File: src/rtl/uart_rx_deser_param.sv
// UART receive deserializer: captures DATA_WIDTH bits (plus an optional parity
// bit) on sample strobes after a start pulse, then presents the word with a
// one-cycle valid pulse.
module uart_rx_deser_param #(
  parameter int unsigned DATA_WIDTH = 8,
  parameter int unsigned MSB_FIRST  = 0,
  parameter int unsigned PARITY_EN  = 0,
  parameter int unsigned PARITY_ODD = 0
) (
  input  logic                  clk,
  input  logic                  reset,
  input  logic                  start,
  input  logic                  sample_en,
  input  logic                  data_in,
  output logic [DATA_WIDTH-1:0] data_out,
  output logic                  data_valid,
  output logic                  parity_err,
  output logic                  busy
);

  localparam int unsigned CW      = $clog2(DATA_WIDTH + 1);
  localparam logic        ODD_BIT = (PARITY_ODD != 0);

  typedef enum logic [1:0] {
    IDLE,
    DATA,
    PARITY
  } state_t;

  state_t                state, state_nxt;
  logic [CW-1:0]         cnt;
  logic [DATA_WIDTH-1:0] shreg, shreg_nxt;
  logic                  last_bit;
  logic                  capture;
  logic                  finish;

  assign last_bit = (cnt == CW'(DATA_WIDTH - 1));

  // Shift register with the incoming bit inserted at the end matching bit order.
  always_comb begin
    shreg_nxt = shreg;
    if (MSB_FIRST != 0) begin
      shreg_nxt = {shreg[DATA_WIDTH-2:0], data_in};
    end else begin
      shreg_nxt = {data_in, shreg[DATA_WIDTH-1:1]};
    end
  end

  // State register.
  always_ff @(posedge clk or posedge reset) begin
    if (reset) begin
      state <= IDLE;
    end else begin
      state <= state_nxt;
    end
  end

  // Next-state decode; finish marks the final capturing strobe so the result
  // registers on that edge and appears (with busy low) in the following cycle.
  always_comb begin
    state_nxt = state;
    busy      = 1'b0;
    capture   = 1'b0;
    finish    = 1'b0;
    case (state)
      IDLE: begin
        if (start) begin
          state_nxt = DATA;
        end
      end
      DATA: begin
        busy = 1'b1;
        if (sample_en) begin
          capture = 1'b1;
          if (last_bit) begin
            if (PARITY_EN != 0) begin
              state_nxt = PARITY;
            end else begin
              state_nxt = IDLE;
              finish    = 1'b1;
            end
          end
        end
      end
      PARITY: begin
        busy = 1'b1;
        if (sample_en) begin
          state_nxt = IDLE;
          finish    = 1'b1;
        end
      end
      default: state_nxt = IDLE;
    endcase
  end

  // Datapath: bit counter, shift register and held result registers.
  always_ff @(posedge clk or posedge reset) begin
    if (reset) begin
      shreg      <= '1;
      cnt        <= '0;
      data_out   <= '1;
      data_valid <= 1'b0;
      parity_err <= 1'b0;
    end else begin
      data_valid <= finish;
      if (state == IDLE && start) begin
        shreg <= '1;
        cnt   <= '0;
      end else if (capture) begin
        shreg <= shreg_nxt;
        cnt   <= cnt + 1'b1;
      end
      if (finish) begin
        if (PARITY_EN != 0) begin
          data_out   <= shreg;
          parity_err <= (^shreg) ^ data_in ^ ODD_BIT;
        end else begin
          data_out   <= shreg_nxt;
          parity_err <= 1'b0;
        end
      end
    end
  end

endmodule

File: config.mk
export PLATFORM = sky130hd
export DESIGN_NAME = uart_rx_deser_param
export DESIGN_NICKNAME = d
export VERILOG_FILES = /design/src/rtl/uart_rx_deser_param.sv
export SDC_FILE = /design/constraint.sdc
export NUM_CORES = 1
export LEC_CHECK = 0
export ABC_AREA = 1
export BUFFER_PORTS_ARGS = -buffer_cell sky130_fd_sc_hd__clkbuf_2
export CORE_ASPECT_RATIO = 1.25
export CORE_UTILIZATION = 35
export CTS_BUF_LIST = sky130_fd_sc_hd__clkbuf_8
export CTS_CLUSTER_SIZE = 16
export DETAILED_ROUTE_END_ITERATION = 16
export PLACE_DENSITY = 0.66
export SLEW_MARGIN = 5
export SYNTH_ARGS = -nofsm -noshare
export SYNTH_HDL_FRONTEND = slang
export SYNTH_SLANG_ARGS = --single-unit
File: constraint.sdc
create_clock -name clk -period 1.2 [get_ports clk]
set_input_delay 0.18 -clock clk [delete_from_list [all_inputs] [get_ports clk]]
set_output_delay 0.18 -clock clk [all_outputs]
set_load 0.02 [all_outputs]
# Word-level counts from Yosys, hierarchy flattened
# Cells that the tools add are included.
op_classes:
  n_addsub: 1
  eq_ne: 7
  n_mux: 15
  reduce_logical: 5
op_table:
  columns: ["op", "count"]
  rows:
  - ["two-way mux 8 bit", 2]
  - ["two-way mux 2 bit", 4]
  - ["two-way mux 4 bit", 2]
  - ["!= test 2 bit (second input constant)", 4]
  - ["case mux 2 bit (3 select lines)", 1]
  - ["two-way mux 1 bit", 5]
  - ["adder 4 x 1 -> 4 bit (second input constant)", 1]
  - ["== test 4 x 3 -> 1 bit (second input constant)", 1]
  - ["AND reduction 4 bit", 1]
  - ["== test 2 x 1 -> 1 bit (second input constant)", 1]
  - ["== test 2 bit (second input constant)", 1]
  - ["zero test 2 bit", 1]
  - ["case mux 1 bit (2 select lines)", 1]
  - ["nonzero test 2 bit", 1]
  - ["OR reduction 2 bit", 1]
  - ["logical AND 1 bit", 1]
word_totals:
  ff_bits: 23
  input_bits: 5
  word_cells: 33
  out_inout_bits: 11

# Depth between registers and ports, before layout
# Gate-level depths: netlist of run 1.
logic_depth:
  word_depth: 4
  mapped_depth: 7
  ltp_nobuf: 7

# Worst setup path before layout of run 1
# OpenSTA, ideal clock, no wires.
synth_path:
  path_kind: "register to register"
  startpoint: "reg cnt[0]"
  endpoint: "reg data_out[0]"
  setup_ps: 60
  setup_slack_ps: 74
  path_buffers: 1
  t_required_ps: 1140
  arrival_time_ps: 1066
  stages_incl_launch_ff: 8
  period_less_slack_ps: 1126
  cell_sequence: "dfrtp_1 > ha_1 > nand2_1 > inv_1 > nand2_4 > buf_6 > nand2_1 > nand2_1"
synth_via:
  elab_chain_cells: 4
synth_rtl:
  columns: ["item", "line", "source"]
  rows:
  - ["from (decl)", "31", "logic [CW-1:0] cnt;"]
  - ["from (signal assigned)", "111", "cnt <= cnt + 1'b1;"]
  - ["== test 4 x 3 -> 1 bit", "37", "assign last_bit = (cnt == CW'(DATA_WIDTH - 1));"]
  - ["two-way mux 1 bit", "75", "if (last_bit) begin"]
  - ["two-way mux 1 bit", "73", "if (sample_en) begin"]
  - ["case mux 1 bit (2 select lines)", "65", "case (state)"]
  - ["to (signal assigned)", "115", "data_out <= shreg;"]
  - ["to (signal assigned)", "118", "data_out <= shreg_nxt;"]
  - ["to (decl)", "15", "output logic [DATA_WIDTH-1:0] data_out,"]
# No other way between the ends.
# A chain may end at the register's enable or synchronous reset.

# Final worst setup path of run 1
layout_path:
  startpoint: "reg cnt[0]"
  endpoint: "reg data_out[7]"
# Same word-level chain as after synthesis.

==> out/qor.csv, run 1 <==
stage;metric;value;unit
status;status;finished clean;
layout;number of diodes;0;
route;total number of vias;679;
logic_synthesis;Syn Area/Cell;10.1;sq um
job;total of max-cap violations;0;
layout;area grow syn2layout;24.4;%
sta;Tmin final;1.15;ns
global_route;initial antenna violation count;0;
global_route;global-route wire length before repair;2600;um
power;Power Density;2620;nW/um^2
cts;clk root buf;clkbuf_8;
critical_path;Crit Path Max Fanout;7;
logic_synthesis;yosys synthesis warning count;0;
critical_path;Worst Setup Start Kind;flop;
sta;Max Clk Rate;869;MHz
route;DRT antenna net count;0;
logic_synthesis;Net Count, Synth;98;
logic_synthesis;Synth area leaders;dfstp_2, dfrtp_1, nand2_1;
logic_synthesis;cell with the most instances after synthesis;nand2_1;
logic_synthesis;Synth async-reset ratio;100;%
cts;CTS Sinks;21;
power;Pwr Total;3.01;mW
critical_path;slowest stage cell, crit path;dfrtp_1;
cts;clk slew on worst S/H paths;0.07;ns
floorplanning;die width;48.0;um
critical_path;Crit path required time;1.39;ns
logic_synthesis;count of cell types in the netlist;20;
cts;Clock Tree Buf Depth;2;
cts;CTS tree;done;
global_route;total grt overflow;0;
route;drc violations;0;
sta;smallest hold slack;0.131;ns
placed_design;number of cells after detailed placement;143;
route;DRT Pass-1 Iters;4;
cts;Clock H-tree levels;1;
sta;Setup Skew;0.00199;ns
global_route;Tot GR Track Use;13.2;%
route;Routed WL;1640;um
route;WL per Instance;10.8;um
sta;final setup vio count;0;
sta;Max Slew Vio Count;0;
global_route;vias in the first global route;608;
placed_design;hpwl dp;1090;um
critical_path;Worst Setup Path Type;reg2reg;
critical_path;CP max stage delay;0.39;ns
power;maximum vdd drop;1100;uV
layout;NumNets Final;126;
logic_synthesis;area leader, netlist;dfstp_2;
critical_path;Crit. End Element;flop;
placed_design;Port-buffer cells;14;
sta;Final Hold Fails;0;
global_route;pin count of the biggest net entering global routing;22;
critical_path;r2r setup slk;0.05;ns
floorplanning;Core ar.;2480;sq um
logic_synthesis;Seq/Total Area, Yosys;58.9;%
logic_synthesis;top-area cell type share of the netlist area;42.6;%
floorplanning;# IOs;16;
cts;worst-skew pair later-pin latency;0.25;ns
route;Via density;4.47;
logic_synthesis;Post-synth EDFFs;0;
critical_path;Arr. time, crit path;1.34;ns
logic_synthesis;top post-synthesis cells by count;nand2_1, dfstp_2, inv_1;
layout;final std cells w/o fill;152;
floorplanning;Initial Util;37.3;%
logic_synthesis;top_reg_cell synth;dfstp_2;
sta;Final Cycle Share;95.9;%
hold_path;min-delay worst type;in2reg;
placed_design;GPL Wtd Cong;0.815;
logic_synthesis;Yosys reg bits;21;
sta;setup TNS;0;ns
floorplanning;Site Rows;20;
critical_path;CP Cell Sequence;ha_1 > nand2_1 > inv_2 > nand2_4 > buf_4 > nand2_2 > o21ai_2;
floorplanning;Vert. Die Dim;59.5;um
cts;total clock buffers created by CTS;3;
route;DR iter-0 viols;17;
logic_synthesis;Syn Std Cell Area;925;sq um
layout;filler cell count;224;
power;Lkg Pwr;0.582;nW
layout;layout cells sized above 1;49.6;%
logic_synthesis;Synth Instances;92;
sta;RSZ-0062 raised after global routing;false;
floorplanning;Die ar.;2850;sq um
flip-flops by register name, indices dropped and copies added (netlist names):
name and cells:
cnt 4, data_out 8, data_valid 1, shreg 7, state 1
cells by family (layout without fill, tap and decap cells):
logic type / after synthesis / in the layout / share of synthesized area, %
fa+ha+maj: 1 / 1 / 1.35
compound gates: 18 / 18 / 14.5
buf+inv: 17 / 43 / 8.25
simple gates: 34 / 35 / 16.6
flops: 21 / 21 / 58.9
other cells: 1 / 1 / 0.406
timing repair:
| item | CTS | global route |
|---|---|---|
| gates cloned | 0 | 1 |
| hold buffers | 1 | 0 |
| setup endpoints to repair | 1 | 9 |
| buffers inserted | 1 | 2 |
| hold endpoints to repair | 6 | 0 |
| gates resized for setup | 0 | 2 |
| pin swaps | 1 | 2 |
power breakdown:
group | internal [mW] | total (mW) | switching [mW]
Combinational | 0.472 | 1.18 | 0.704
Sequential | 1.19 | 1.39 | 0.193
Clock | 0.231 | 0.448 | 0.218
critical path: cells and delay by family (launching register included):
kind	cells	cell delay, ns
fa+ha+maj	1	0.22
compound gates	1	0.04
flops	1	0.39
buf+inv	2	0.19
simple gates	3	0.25
final timing paths:
check                         start  cells past startpoint          end
max                          cnt[0]                      7  data_out[7]
max in group asynchronous     reset                      4  data_out[1]
min                         data_in                      3  data_out[7]
min reg2reg                shreg[1]                      2  data_out[0]
min in group asynchronous     reset                      4     state[0]
max reg2reg                  cnt[0]                      7  data_out[7]
per-stage QoR:
stage               setup slack, ns  cell area, sq um  utilization [%]
detailed placement          0.00369              1060             43.0
global route                0.00316              1150             46.4
floorplan                    0.0742               925                -
global placement             0.0364              1060             43.0
finish                       0.0489              1150             46.4
CTS                         0.00698              1130             45.6
per-layer routing:
layer / vias up / routed length, um / part of all wire [%] / track usage (%)
met3: 2 / 46 / 2.8 / 2.74
met1: 317 / 802 / 49 / 17.0
li1: 342 / - / - / -
met5: - / 0 / 0 / 0
met2: 18 / 774 / 47 / 19.7
met4: 0 / 17 / 1.0 / 8.33
layout make-up:
type / instances / area (sq um) / share of cell area (%)
sequential: 21 / 544 / 47.3
timing repair buffer: 25 / 155 / 13.5
clock inverter: 1 / 5.00 / 0.435
tap: 33 / 41.3 / 3.59
inverter: 14 / 52.6 / 4.57
clock buffer: 3 / 41.3 / 3.59
multi-input combinational: 55 / 310 / 27.0
placed cells by master, fill, tap and decap left out, types with 2 or more instances in the layout:
cell type,instances
nand2_1,22
buf_4,10
nand2_2,5
dfstp_2,15
inv_1,12
dfrtp_1,6
nor2_1,5
o21ai_2,7
a21oi_1,3
clkbuf_2,14
inv_2,2
clkbuf_8,3
o211ai_1,6
Note: power is estimated with default switching activity, not from simulation.
==> run 2: changes to the inputs <==
BUFFER_PORTS_ARGS = -buffer_cell sky130_fd_sc_hd__buf_2   (was -buffer_cell sky130_fd_sc_hd__clkbuf_2)
PLACE_DENSITY = 0.64   (was 0.66)
clock period = 1.3 ns   (was 1.2 ns; I/O delays follow)
==> out/qor.csv, run 2 (synthesized netlist as in run 1, its figures left out) <==
stage;metric;value;unit;change
global_route;total grt overflow;0;;unchanged
layout;Reg with most FFs;data_out;;
hold_path;min-delay worst type;in2reg;;
route;met3 WL;56;um;+22%
layout;most common cell after layout, fill and taps aside;nand2_1;;
route;DRT antenna net count;0;;unchanged
critical_path;Crit. End Element;flop;;
global_route;initial antenna violation count;0;;unchanged
route;Via density;4.34;;-2.9%
layout;layout cells sized above 1;43.8;%;-5.8 points
critical_path;CP startpoint;cnt[0];;
hold_path;hold depth;3;;unchanged
power;Power Density;2410;nW/um^2;-8.1%
placed_design;Placement Cell Area;1050;sq um;-0.94%
route;metal1 wirelength;732;um;-8.7%
critical_path;worst r2r path cells;7;;unchanged
floorplanning;Core ar.;2480;sq um;unchanged
floorplanning;Site Rows;20;;unchanged
route;DR iter-0 viols;18;;+1
critical_path;Worst R2R Start;cnt[0];;
placed_design;Port-buffer cells;14;;unchanged
floorplanning;# IOs;16;;unchanged
layout;Final Util;44.8;%;-1.6 points
layout;NumNets Final;119;;-5.6%
sta;setup TNS;0;ns;unchanged
critical_path;Arr. time, crit path;1.40;ns;+0.06 ns
hold_path;worst hold path endpoint;data_out[7];;
layout;sequential cell area;544;sq um;unchanged
cts;clk slew on worst S/H paths;0.07;ns;about the same
job;total of max-cap violations;0;;unchanged
floorplanning;Initial Util;37.3;%;unchanged
cts;worst-skew pair later-pin latency;0.25;ns;about the same
route;DRT Pass-1 Iters;4;;unchanged
floorplanning;Die ar.;2850;sq um;unchanged
floorplanning;Vert. Die Dim;59.5;um;unchanged
critical_path;Crit path required time;1.49;ns;+0.10 ns
route;WL per Instance;10.6;um;-2.1%
layout;top flop regs;data_out x8, shreg x7, cnt x4;;
sta;final setup vio count;0;;unchanged
cts;Clock Tree Buf Depth;2;;unchanged
critical_path;Worst Setup Path Type;reg2reg;;
layout;Largest register FFs;8;;unchanged
cts;CTS Sinks;21;;unchanged
cts;Clock H-tree levels;1;;unchanged
sta;Tmin final;1.21;ns;+0.0555 ns
cts;total clock buffers created by CTS;3;;unchanged
sta;Max Clk Rate;829;MHz;-4.6%
route;Routed WL;1530;um;-6.6%
layout;number of diodes;0;;unchanged
layout;commonest cells after routing, fill and taps aside;nand2_1, dfstp_2, inv_1, buf_2, o21ai_2;;
critical_path;Worst Setup Start Kind;flop;;
global_route;vias in the first global route;573;;-5.8%
cts;post-cts resize count;0;;unchanged
layout;area grow syn2layout;20.0;%;
sta;Final Cycle Share;92.8;%;-3.1 points
critical_path;reg2reg end;data_out[6];;
global_route;global-route wire length before repair;2460;um;-5.3%
sta;Max Slew Vio Count;0;;unchanged
status;status;finished clean;;
route;metal2 WL;733;um;-5.3%
critical_path;Crit Path Max Fanout;9;;+2
placed_design;hpwl dp;1100;um;+0.91%
global_route;Tot GR Track Use;12.1;%;-1.2 points
hold_path;hold_sp;data_in;;
power;Pwr Total;2.67;mW;-11%
sta;Setup Skew;0.000552;ns;-0.00144 ns
cts;Setup Fix Bufs, Post-CTS;0;;-1
cts;CTS tree;done;;
power;Lkg Pwr;0.560;nW;-3.8%
global_route;pin count of the biggest net entering global routing;22;;unchanged
route;top layer in use;met4;;
layout;post-route design area;1110;sq um;-3.5%
layout;filler cell count;239;;+6.7%
route;drc violations;0;;unchanged
sta;Final Hold Fails;0;;unchanged
sta;RSZ-0062 raised after global routing;false;;
cts;clk root buf;clkbuf_8;;
floorplanning;die width;48.0;um;unchanged
route;total number of vias;629;;-7.4%
layout;footprint of the multi-input gates;304;sq um;-2.0%
critical_path;r2r setup slk;0.09;ns;+0.04 ns
power;maximum vdd drop;1020;uV;-7.3%
placed_design;GPL Wtd Cong;0.715;;-12%
## run 2: cell types whose count changed in the layout (fill, tap and decap cells not counted)
cell	previous run	this run
buf_12	0	1
nand2_2	5	4
clkinv_2	1	0
clkbuf_2	14	0
buf_4	10	3
clkinv_1	0	1
inv_2	2	0
inv_1	12	14
buf_2	0	14
## run 2: layout make-up
| class | count | area share [%] |
|---|---|---|
| sequential | 21 | 49.0 |
| multi-input combinational | 54 | 27.4 |
| timing repair buffer | 19 | 11.0 |
| inverter | 14 | 4.74 |
| clock buffer | 3 | 3.72 |
| tap | 33 | 3.72 |
| clock inverter | 1 | 0.338 |
## run 2: worst max path at each step
stage	endpoint	slack, ns
finish	data_out[6]	0.09
global route	data_out[2]	0.003
global placement	data_out[0]	0.12
floorplan	data_out[0]	0.17
detailed placement	data_out[2]	0.09
CTS	data_out[2]	0.07
## run 2: per-layer routing
layer  GRT usage [%]  vias up
li1                -      326
met1            16.6      291
met2            18.1       10
met3            2.74        2
met4            4.76        0
met5               0        -
## run 2: power breakdown
part | total, mW | switching, mW | internal, mW | leakage [nW]
sequential | 1.28 | 0.177 | 1.10 | 0.227
clock | 0.404 | 0.195 | 0.210 | 0.0269
combinational | 0.988 | 0.609 | 0.380 | 0.306
## run 2: critical path, stage by stage, from the launching register on
cell	delay, ns
dfrtp_1	0.41
ha_1	0.22
nand2_1	0.08
inv_1	0.06
nand2_4	0.12
buf_12	0.14
nand2_1	0.06
o21ai_2	0.05
## run 2: repair_timing
| item | 4_1_cts | 5_1_grt |
|---|---|---|
| hold buffers | 1 | 0 |
| setup endpoints to repair | 0 | 2 |
| hold endpoints to repair | 6 | 0 |
## run 2: metrics by stage
step           worst slack, ns  hold slack [ns]  std cells
2_1_floorplan            0.174            0.160         92
3_5_place_dp            0.0941            0.240        140
4_1_cts                 0.0717            0.169        145
3_3_place_gp             0.119            0.231        140
5_1_grt                0.00278            0.188        145
6_report                0.0934            0.172        145
